<file path="config.mk">
export PLATFORM = sky130hd
export DESIGN_NAME = axil_bus_arbiter
export DESIGN_NICKNAME = d
export VERILOG_FILES = /design/src/rtl/axil_bus_arbiter.sv
export SDC_FILE = /design/constraint.sdc
export NUM_CORES = 1
export LEC_CHECK = 0
export BUFFER_PORTS_ARGS = -buffer_cell sky130_fd_sc_hd__buf_2
export CAP_MARGIN = 20
export CORE_AREA = 2 2 164 166
export DETAILED_ROUTE_END_ITERATION = 8
export DIE_AREA = 0 0 166 168
export SYNTH_ARGS = -nofsm -noshare
export SYNTH_HDL_FRONTEND = slang
export SYNTH_SLANG_ARGS = --single-unit
</file>
<file path="constraint.sdc">
create_clock -name clk -period 2.1 [get_ports clk]
set_clock_uncertainty 0.1 [all_clocks]
set_input_delay 0.315 -clock clk [delete_from_list [all_inputs] [get_ports clk]]
set_output_delay 0.315 -clock clk [all_outputs]
set_load 0.02 [all_outputs]
</file>
<file path="src/rtl/axil_bus_arbiter.sv">
// Round-robin arbiter sharing one AXI4-Lite master port between NM requesters.
// A whole read (AR+R) or write (AW+W+B) transaction is owned by one master at a time.
module axil_bus_arbiter #(
    parameter int NM = 2,
    parameter int AW = 32
) (
    input  logic              clk,
    input  logic              rstn,
    input  logic [NM-1:0]     m_arvalid,
    output logic [NM-1:0]     m_arready,
    input  logic [AW*NM-1:0]  m_araddr,
    input  logic [3*NM-1:0]   m_arprot,
    output logic [NM-1:0]     m_rvalid,
    input  logic [NM-1:0]     m_rready,
    output logic [31:0]       m_rdata,
    input  logic [NM-1:0]     m_awvalid,
    output logic [NM-1:0]     m_awready,
    input  logic [AW*NM-1:0]  m_awaddr,
    input  logic [3*NM-1:0]   m_awprot,
    input  logic [NM-1:0]     m_wvalid,
    output logic [NM-1:0]     m_wready,
    input  logic [32*NM-1:0]  m_wdata,
    input  logic [4*NM-1:0]   m_wstrb,
    output logic [NM-1:0]     m_bvalid,
    input  logic [NM-1:0]     m_bready,
    output logic              s_arvalid,
    input  logic              s_arready,
    output logic [AW-1:0]     s_araddr,
    output logic [2:0]        s_arprot,
    input  logic              s_rvalid,
    input  logic [31:0]       s_rdata,
    output logic              s_rready,
    output logic              s_awvalid,
    input  logic              s_awready,
    output logic [AW-1:0]     s_awaddr,
    output logic [2:0]        s_awprot,
    output logic              s_wvalid,
    input  logic              s_wready,
    output logic [31:0]       s_wdata,
    output logic [3:0]        s_wstrb,
    input  logic              s_bvalid,
    output logic              s_bready,
    output logic [NM-1:0]     grant,
    output logic              busy
);

    localparam int IW = (NM > 1) ? $clog2(NM) : 1;
    localparam int unsigned NMU = NM;

    typedef enum logic [2:0] {IDLE, RADDR, RDATA, WRITE, WRESP} state_t;

    state_t          state, state_d;
    logic [IW-1:0]   g, g_d, last, last_d, pick;
    logic [NM-1:0]   grant_d, req;
    logic            aw_done, aw_done_d, w_done, w_done_d;
    logic            found, aw_v, w_v, aw_hs, w_hs;

    always_ff @(posedge clk or negedge rstn) begin
        if (!rstn) begin
            state   <= IDLE;
            g       <= '0;
            last    <= IW'(NM - 1);
            grant   <= '0;
            aw_done <= 1'b0;
            w_done  <= 1'b0;
        end else begin
            state   <= state_d;
            g       <= g_d;
            last    <= last_d;
            grant   <= grant_d;
            aw_done <= aw_done_d;
            w_done  <= w_done_d;
        end
    end

    // First requester after the previous owner, wrapping modulo NM.
    always_comb begin
        req   = m_arvalid | m_awvalid;
        pick  = last;
        found = 1'b0;
        for (int unsigned k = 1; k <= NMU; k++) begin
            int unsigned cand;
            cand = (32'(last) + k) % NMU;
            if (!found && req[IW'(cand)]) begin
                pick  = IW'(cand);
                found = 1'b1;
            end
        end
    end

    always_comb begin
        state_d   = state;
        g_d       = g;
        last_d    = last;
        grant_d   = grant;
        aw_done_d = aw_done;
        w_done_d  = w_done;
        m_arready = '0;
        m_rvalid  = '0;
        m_rdata   = '0;
        m_awready = '0;
        m_wready  = '0;
        m_bvalid  = '0;
        s_arvalid = 1'b0;
        s_araddr  = '0;
        s_arprot  = '0;
        s_rready  = 1'b0;
        s_awvalid = 1'b0;
        s_awaddr  = '0;
        s_awprot  = '0;
        s_wvalid  = 1'b0;
        s_wdata   = '0;
        s_wstrb   = '0;
        s_bready  = 1'b0;
        aw_v      = 1'b0;
        w_v       = 1'b0;
        aw_hs     = 1'b0;
        w_hs      = 1'b0;
        busy      = (state != IDLE);

        case (state)
            IDLE: begin
                if (found) begin
                    g_d           = pick;
                    grant_d       = '0;
                    grant_d[pick] = 1'b1;
                    state_d       = m_arvalid[pick] ? RADDR : WRITE;
                end
            end
            RADDR: begin
                s_arvalid    = m_arvalid[g];
                s_araddr     = m_araddr[AW*g +: AW];
                s_arprot     = m_arprot[3*g +: 3];
                m_arready[g] = s_arready;
                if (m_arvalid[g] && s_arready)
                    state_d = RDATA;
            end
            RDATA: begin
                m_rvalid[g] = s_rvalid;
                m_rdata     = s_rdata;
                s_rready    = m_rready[g];
                if (s_rvalid && m_rready[g]) begin
                    state_d = IDLE;
                    last_d  = g;
                    grant_d = '0;
                end
            end
            WRITE: begin
                // AW and W complete independently; each is masked once it has handshaked.
                aw_v         = m_awvalid[g] & ~aw_done;
                w_v          = m_wvalid[g] & ~w_done;
                s_awvalid    = aw_v;
                s_awaddr     = m_awaddr[AW*g +: AW];
                s_awprot     = m_awprot[3*g +: 3];
                m_awready[g] = s_awready & ~aw_done;
                s_wvalid     = w_v;
                s_wdata      = m_wdata[32*g +: 32];
                s_wstrb      = m_wstrb[4*g +: 4];
                m_wready[g]  = s_wready & ~w_done;
                aw_hs        = aw_v & s_awready;
                w_hs         = w_v & s_wready;
                aw_done_d    = aw_done | aw_hs;
                w_done_d     = w_done | w_hs;
                if (aw_done_d && w_done_d)
                    state_d = WRESP;
            end
            WRESP: begin
                m_bvalid[g] = s_bvalid;
                s_bready    = m_bready[g];
                if (s_bvalid && m_bready[g]) begin
                    state_d   = IDLE;
                    last_d    = g;
                    grant_d   = '0;
                    aw_done_d = 1'b0;
                    w_done_d  = 1'b0;
                end
            end
            default: state_d = IDLE;
        endcase
    end

endmodule

</file>
==> flow_metrics.py, run 1 <==
metrics = {
    "placement": {
        "port_buffers": 416,
        "dp_hpwl_mm": 12.11,
        "dp_slack_ns": 0.1825,
        "dp.cells": 1120,
        "gp_congestion": 0.8201,
    },
    "cells_and_area": {
        "multi_input_area_sq_mm": 0.002192,
        "drive_gt1_share_pct": 59.17,
        "fin_cells": 1132,
        "num-nets-final": 1053,
        "syn_to_final_growth_pct": 111.4,
        "nFillCells": 2961,
        "register_area_sq_um": 230.2,
        "antenna_cells": 0,
    },
    "timing": {
        "tightest_slew_ns": 0.3180,
        "fin_crit_ns": 2.057,
        "max_freq_mhz": 486.1,
        "hold_viol_final": 0,
        "setup_violations": 0,
        "slew_violations": 0,
        "rsz0062_at_grt": "yes",
        "worst_slack_ns": 0.04275,
        "whs_ns": 0.3572,
        "slew_headroom_pct": 78.60,
        "period_share_pct": 97.96,
    },
    "routing": {
        "first_iter_violations": 121,
        "drtPass1Iterations": 5,
        "drt_wl_total_mm": 14.88,
        "vias": 4241,
        "wl_per_cell_um": 13.14,
        "drc": 0,
        "ant_nets": 0,
        "viasPerCell": 3.746,
    },
    "yosys": {
        "synth_area_per_cell_sq_um": 7.028,
        "seq_area_frac_synth_pct": 8.757,
        "syn_inst": 368,
        "yosys.area.top_type": "mux2i_1",
        "synth.top_cell.area_share_pct": 42.96,
        "yosysUniqueCellTypes": 36,
        "synthTopCellsByArea": "mux2i_1 (43%), nor2_1 (17%), and2_1 (8.2%), dfrtp_1 (7.7%), buf_4 (2.3%)",
        "syn_area_sq_mm": 0.002586,
        "synth_nets": 629,
        "synth-seq-cells": 9,
        "yosysWarningCount": 0,
    },
    "grt": {
        "antenna_found_initial": 0,
        "grt_pass1_vias": 4066,
        "track_usage_pct": 9.191,
        "grt_max_degree": 56,
        "grt_remaining_overflow": 0,
        "grt_pass1_wl_mm": 20.72,
    },
    "clock_network": {
        "h-tree-depth": 1,
        "cts_buffer_depth": 2,
        "clkSlewWorstSetupHoldPaths_ns": 0.04,
        "cts_root_buf": "clkbuf_16",
        "cts_made_buffers": 3,
        "insertion_delay_ns": 0.24,
        "cts.sinks": 9,
        "cts_tree": "built",
    },
    "floorplan": {
        "io-pin-count": 417,
        "dieArea_sq_mm": 0.02789,
        "die_w_um": 166,
        "initial_utilization_pct": 9.815,
        "die_h_um": 168,
        "row_count": 60,
        "core_sq_mm": 0.02635,
    },
    "power_and_ir_drop": {
        "p_per_area_mw_per_mm2": 1163,
        "leakagePower_nw": 3.257,
        "vdd_ir_drop_max_uv": 558.2,
    },
    "setup_path": {
        "critical_path_arrival_ns": 1.64,
        "rrSetupSlack_ns": 0.14,
        "crit_required_ns": 1.68,
        "crit_path_start_kind": "register",
        "criticalPathCategory": "register to output port",
        "crit_path_max_fanout": 8,
        "endpoint_kind": "output port",
    },
    "run_status": {
        "outcome": "completed",
    },
    "job": {
        "max-cap-violations": 0,
    },
    "hold_path": {
        "holdCritPathClass": "input port to register",
    },
}
per-layer routing:
layer	up-vias	track usage (%)	wire [um]
li1	2100	-	-
met1	1900	10.81	5958
met2	233	17.39	7650
met3	8	1.646	1117
met4	0	1.853	150
met5	-	0	0
cells in the mapped netlist, drive strengths merged:
cell type / number
or4: 1
nor2: 120
a21oi: 6
mux2: 2
dfrtp: 8
nand4bb: 1
a221oi: 1
a31o: 2
a22o: 1
inv: 7
dfstp: 1
a31oi: 1
nor3: 5
a32oi: 1
a2111o: 1
nand2: 9
nor4: 5
nor3b: 2
and2: 34
clkbuf: 5
and2b: 1
o21ai: 8
mux2i: 111
buf: 26
and3: 1
a21o: 2
nand4b: 1
o21bai: 2
o31ai: 2
xnor2: 1
logic make-up (layout without fill, tap and decap cells):
kind of cell / after synthesis / in the layout / synth area share (%)
mux: 113 / 113 / 43.98
flops: 9 / 9 / 8.757
simple gates: 180 / 180 / 31.88
buf+inv: 38 / 461 / 7.789
compound gates: 27 / 27 / 7.257
xor+xnor: 1 / 1 / 0.3387
power by group:
group,internal [mW],switching (mW)
clock network,0.254,0.0872
logic,2.38,3.23
registers,0.270,0.137
area by class of cell:
| cell class | instances | share of cell area [%] |
|---|---|---|
| tap | 341 | 7.803 |
| inverter | 7 | 0.4805 |
| multi-input combinational | 321 | 40.09 |
| sequential | 9 | 4.211 |
| timing repair buffer | 450 | 45.97 |
| clock buffer | 4 | 1.442 |
critical path, stage by stage (launching register included):
cell and delay (ns):
dfrtp_1 0.37, and2b_2 0.26, nand2_4 0.11, buf_4 0.22, nor4_1 0.18, buf_2 0.27
path summary, 6_finish.rpt:
path,start,to,depth (start not counted)
max,state[2]$_DFFE_PN0P_,m_wready[1],5
min,m_rready[1],last$_DFFE_PN1P_,3
max reg2reg,g$_DFFE_PN0P_,grant[1]$_DFFE_PN0P_,6
min reg2reg,grant[0]$_DFFE_PN0P_,grant[0]$_DFFE_PN0P_,2
max in group asynchronous,rstn,last$_DFFE_PN1P_,2
min in group asynchronous,rstn,grant[0]$_DFFE_PN0P_,2
stage by stage:
step	area, sq um	total power [mW]	utilization (%)	TNS, ns
after floorplan	2586	3.814	-	0
after global placement	5171	5.575	19.62	0
after detailed placement	5171	5.630	19.62	0
after CTS	5338	6.165	20.26	0
after global routing	5468	6.807	20.75	-0.04557
final	5468	6.359	20.75	0
state kept, by name, indices dropped and copies added, names as in the netlist:
register / flops
state: 3
g: 1
grant: 2
aw_done: 1
w_done: 1
last: 1
layout by cell type (no fill, tap or decap), types with 5 or more instances in the layout:
cell type,synthesis,routed
and2_1,34,34
mux2i_1,111,111
buf_2,11,410
nand2_1,9,8
inv_1,7,7
dfrtp_1,8,7
o21ai_0,8,8
buf_12,0,5
clkbuf_16,0,6
nor2_1,120,118
buf_4,8,26
a21oi_1,5,5
what timing repair did:
item	4_1_cts	5_1_grt
gates resized for setup	3	16
buffers inserted	2	1
pin swaps	0	1
hold endpoints to repair	8	0
setup endpoints to repair	19	56
cloned	1	3
hold buffers	1	0
Note: power is estimated with default switching activity, not from simulation.
==> inputs of run 2 (changes only) <==
Settings changed: ABC_AREA set to 1, CORE_AREA 2 2 164 166 to 2 2 161 163, DIE_AREA 0 0 166 168 to 0 0 163 165.
==> flow_metrics.py, run 2 <==
metrics = {
    "run_status": {
        "outcome": "complete, but fails checks",
        "violations": "negative setup slack",
    },
    "cells_and_area": {
        "regMostFlops": "state",
        "final_core_util_pct": 24.18,
        "multi_input_area_sq_mm": 0.001795,
        "drive_gt1_share_pct": 58.63,
        "largest_register_ffs": 3,
        "mostFrequentLayoutCell": "buf_2",
        "syn_to_final_growth_pct": 152.2,
        "num-nets-final": 1154,
        "register_area_sq_um": 229.0,
        "nFillCells": 2791,
        "final_cell_mix": "buf_2 (316), inv_1 (123), nand2_1 (114)",
        "stdcell_area_sq_mm": 0.006053,
        "top_regs": "state (3), grant (2)",
    },
    "yosys": {
        "syn_area_sq_mm": 0.002400,
        "yosys.area.top_type": "a22oi_1",
        "synth-seq-cells": 9,
        "yosysWarningCount": 0,
        "synth_edf_count": 0,
        "synth.top_cell.area_share_pct": 22.21,
        "synthMostInstantiatedCell": "inv_1",
        "synth_commonest_cells": "inv_1 (126), nand2_1 (114), a22oi_1 (71), nor2_1 (48), a21oi_1 (37)",
        "synthTopCellsByArea": "a22oi_1 (22%), inv_1 (20%), nand2_1 (18%), dfrtp_1 (8.3%), a21oi_1 (7.7%)",
        "synth-main-ff-cell": "dfrtp_1",
        "yosysUniqueCellTypes": 25,
        "async_flop_share_pct": 100.0,
        "seq_area_frac_synth_pct": 9.437,
        "synth_area_per_cell_sq_um": 5.095,
        "synth_nets": 732,
        "syn_inst": 471,
    },
    "grt": {
        "antenna_found_initial": 5,
        "grt_pass1_vias": 4043,
        "grt_pass1_wl_mm": 23.09,
        "track_usage_pct": 11.34,
        "grt_remaining_overflow": 0,
        "grt_max_degree": 73,
    },
    "clock_network": {
        "cts_made_buffers": 3,
        "cts.sinks": 9,
        "cts_tree": "built",
        "clkSlewWorstSetupHoldPaths_ns": 0.04,
        "h-tree-depth": 1,
        "cts_buffer_depth": 2,
        "insertion_delay_ns": 0.24,
        "cts_root_buf": "clkbuf_16",
    },
    "routing": {
        "drc": 0,
        "viasPerCell": 3.998,
        "first_iter_violations": 251,
        "ant_nets": 0,
        "drt_wl_total_mm": 20.78,
        "vias": 4894,
        "wl_per_cell_um": 16.97,
        "drtPass1Iterations": 4,
    },
    "setup_path": {
        "path_cells": "buf_6, nand3_4, nor2_4, buf_8, buf_12, a22oi_2, inv_1, buf_6",
        "critical_path_arrival_ns": 1.75,
        "criticalPathCategory": "register to output port",
        "cpMostUsedCell": "buf_6",
        "slowest_delay_ns": 0.39,
        "crit_path_start_kind": "register",
        "crit_path_end": "s_wdata[26]",
        "crit_required_ns": 1.68,
        "crit_path_max_fanout": 5,
        "path_delay_family": "buffers and inverters",
        "cp_slowest_cell": "dfrtp_1",
        "cp.depth": 8,
        "r2r_cells": 9,
        "rrSetupSlack_ns": 0.40,
        "r2r_start": "state[0]$_DFFE_PN0P_",
        "r2r-end": "state[1]$_DFFE_PN0P_",
        "endpoint_kind": "output port",
        "startpoint": "state[1]$_DFFE_PN0P_",
        "crit_buf_inv": 5,
    },
    "floorplan": {
        "die_h_um": 165,
        "initial_utilization_pct": 9.585,
        "row_count": 58,
        "die_w_um": 163,
        "io-pin-count": 417,
        "dieArea_sq_mm": 0.02690,
        "core_sq_mm": 0.02504,
    },
    "timing": {
        "tightest_slew_ns": 0.3463,
        "slew_violations": 0,
        "slew_headroom_pct": 76.83,
        "hold_viol_final": 0,
        "setup_violations": 5,
        "worst_slack_ns": -0.06126,
        "rsz0062_at_grt": "yes",
        "max_freq_mhz": 462.7,
        "fin_crit_ns": 2.161,
        "period_share_pct": 102.9,
    },
    "power_and_ir_drop": {
        "leakagePower_nw": 3.799,
        "p_per_area_mw_per_mm2": 1010,
        "vdd_ir_drop_max_uv": 468.5,
    },
    "placement": {
        "dp_hpwl_mm": 14.93,
        "gp_congestion": 0.8628,
        "postPlaceCellArea_sq_mm": 0.004836,
        "port_buffers": 416,
    },
    "hold_path": {
        "holdCritPathClass": "input port to register",
    },
    "job": {
        "max-cap-violations": 0,
    },
}
==> run 2: cell count changes after synthesis, sizes merged, moves of 4 or more <==
| cell | previous run | this run |
|---|---|---|
| inv | 7 | 130 |
| mux2i | 111 | 0 |
| nand2 | 9 | 114 |
| a22oi | 0 | 71 |
| nor2 | 120 | 52 |
| and2 | 34 | 0 |
| a21oi | 6 | 37 |
| nand3 | 0 | 12 |
| nor4 | 5 | 1 |
==> run 2: metrics by stage <==
step	hold WS [ns]	worst slack [ns]	std cells	TNS (ns)	total power, mW
5_1_grt	0.3713	-0.09269	1224	-4.233	6.469
2_1_floorplan	-0.08059	0.3097	471	0	2.934
6_report	0.3531	-0.06126	1224	-0.1311	6.113
3_5_place_dp	0.08934	0.08120	1194	0	4.442
3_3_place_gp	0.08583	0.08321	1194	0	4.431
4_1_cts	0.3457	-0.05699	1204	-0.3041	4.963
==> run 2: layout make-up <==
type	instances	share of cell area, %
timing repair buffer	447	50.06
antenna	2	0.08268
multi-input combinational	302	29.66
tap	330	6.821
clock inverter	1	0.08268
inverter	130	8.268
clock buffer	3	1.240
sequential	9	3.783
==> run 2: metal layers <==
layer | part of all wire (%) | up-vias | global-route usage (%) | routed length (um)
li1 | - | 2320 | - | -
met1 | 36 | 2246 | 13.99 | 7579
met2 | 52 | 289 | 20.13 | 10810
met3 | 8.4 | 33 | 1.758 | 1749
met4 | 2.9 | 6 | 3.660 | 600
met5 | 0.19 | - | 0 | 40
==> run 2: timing repair <==
item | 4_1_cts | 5_1_grt
setup buffers | 3 | 5
hold endpoints to repair | 8 | 0
cloned | 2 | 13
setup endpoints to repair | 97 | 121
hold buffers | 1 | 0
pin swaps | 1 | 6
gates resized for setup | 14 | 219
==> run 2: report_power, final <==
part / total, mW / internal (mW) / switching (mW)
registers: 0.327 / 0.254 / 0.0726
clock network: 0.346 / 0.252 / 0.0941
logic: 5.44 / 2.16 / 3.28
==> run 2: tightest hold or removal path: stages <==
cell     delay, ns
buf_2         0.11
nand3_1       0.08
nand2_1       0.08
nand2_1       0.07
==> run 2: cells by family after synthesis <==
family          synth area share (%)
compound gates                 31.80
buf+inv                        27.11
flops                          9.437
simple gates                   31.65
==> run 2: worst min-delay path by stage <==
| stage | slack, ns | to | start | cells past startpoint |
|---|---|---|---|---|
| 2_1_floorplan | -0.08 | aw_done$_DFFE_PN0P_ | rstn | 0 |
| 4_1_cts | 0.35 | state[2]$_DFFE_PN0P_ | s_bvalid | 4 |
| 6_report | 0.35 | state[2]$_DFFE_PN0P_ | s_bvalid | 4 |
| 3_3_place_gp | 0.09 | grant[0]$_DFFE_PN0P_ | rstn | 1 |
| 3_5_place_dp | 0.09 | grant[0]$_DFFE_PN0P_ | rstn | 1 |
| 5_1_grt | 0.37 | state[2]$_DFFE_PN0P_ | s_bvalid | 4 |
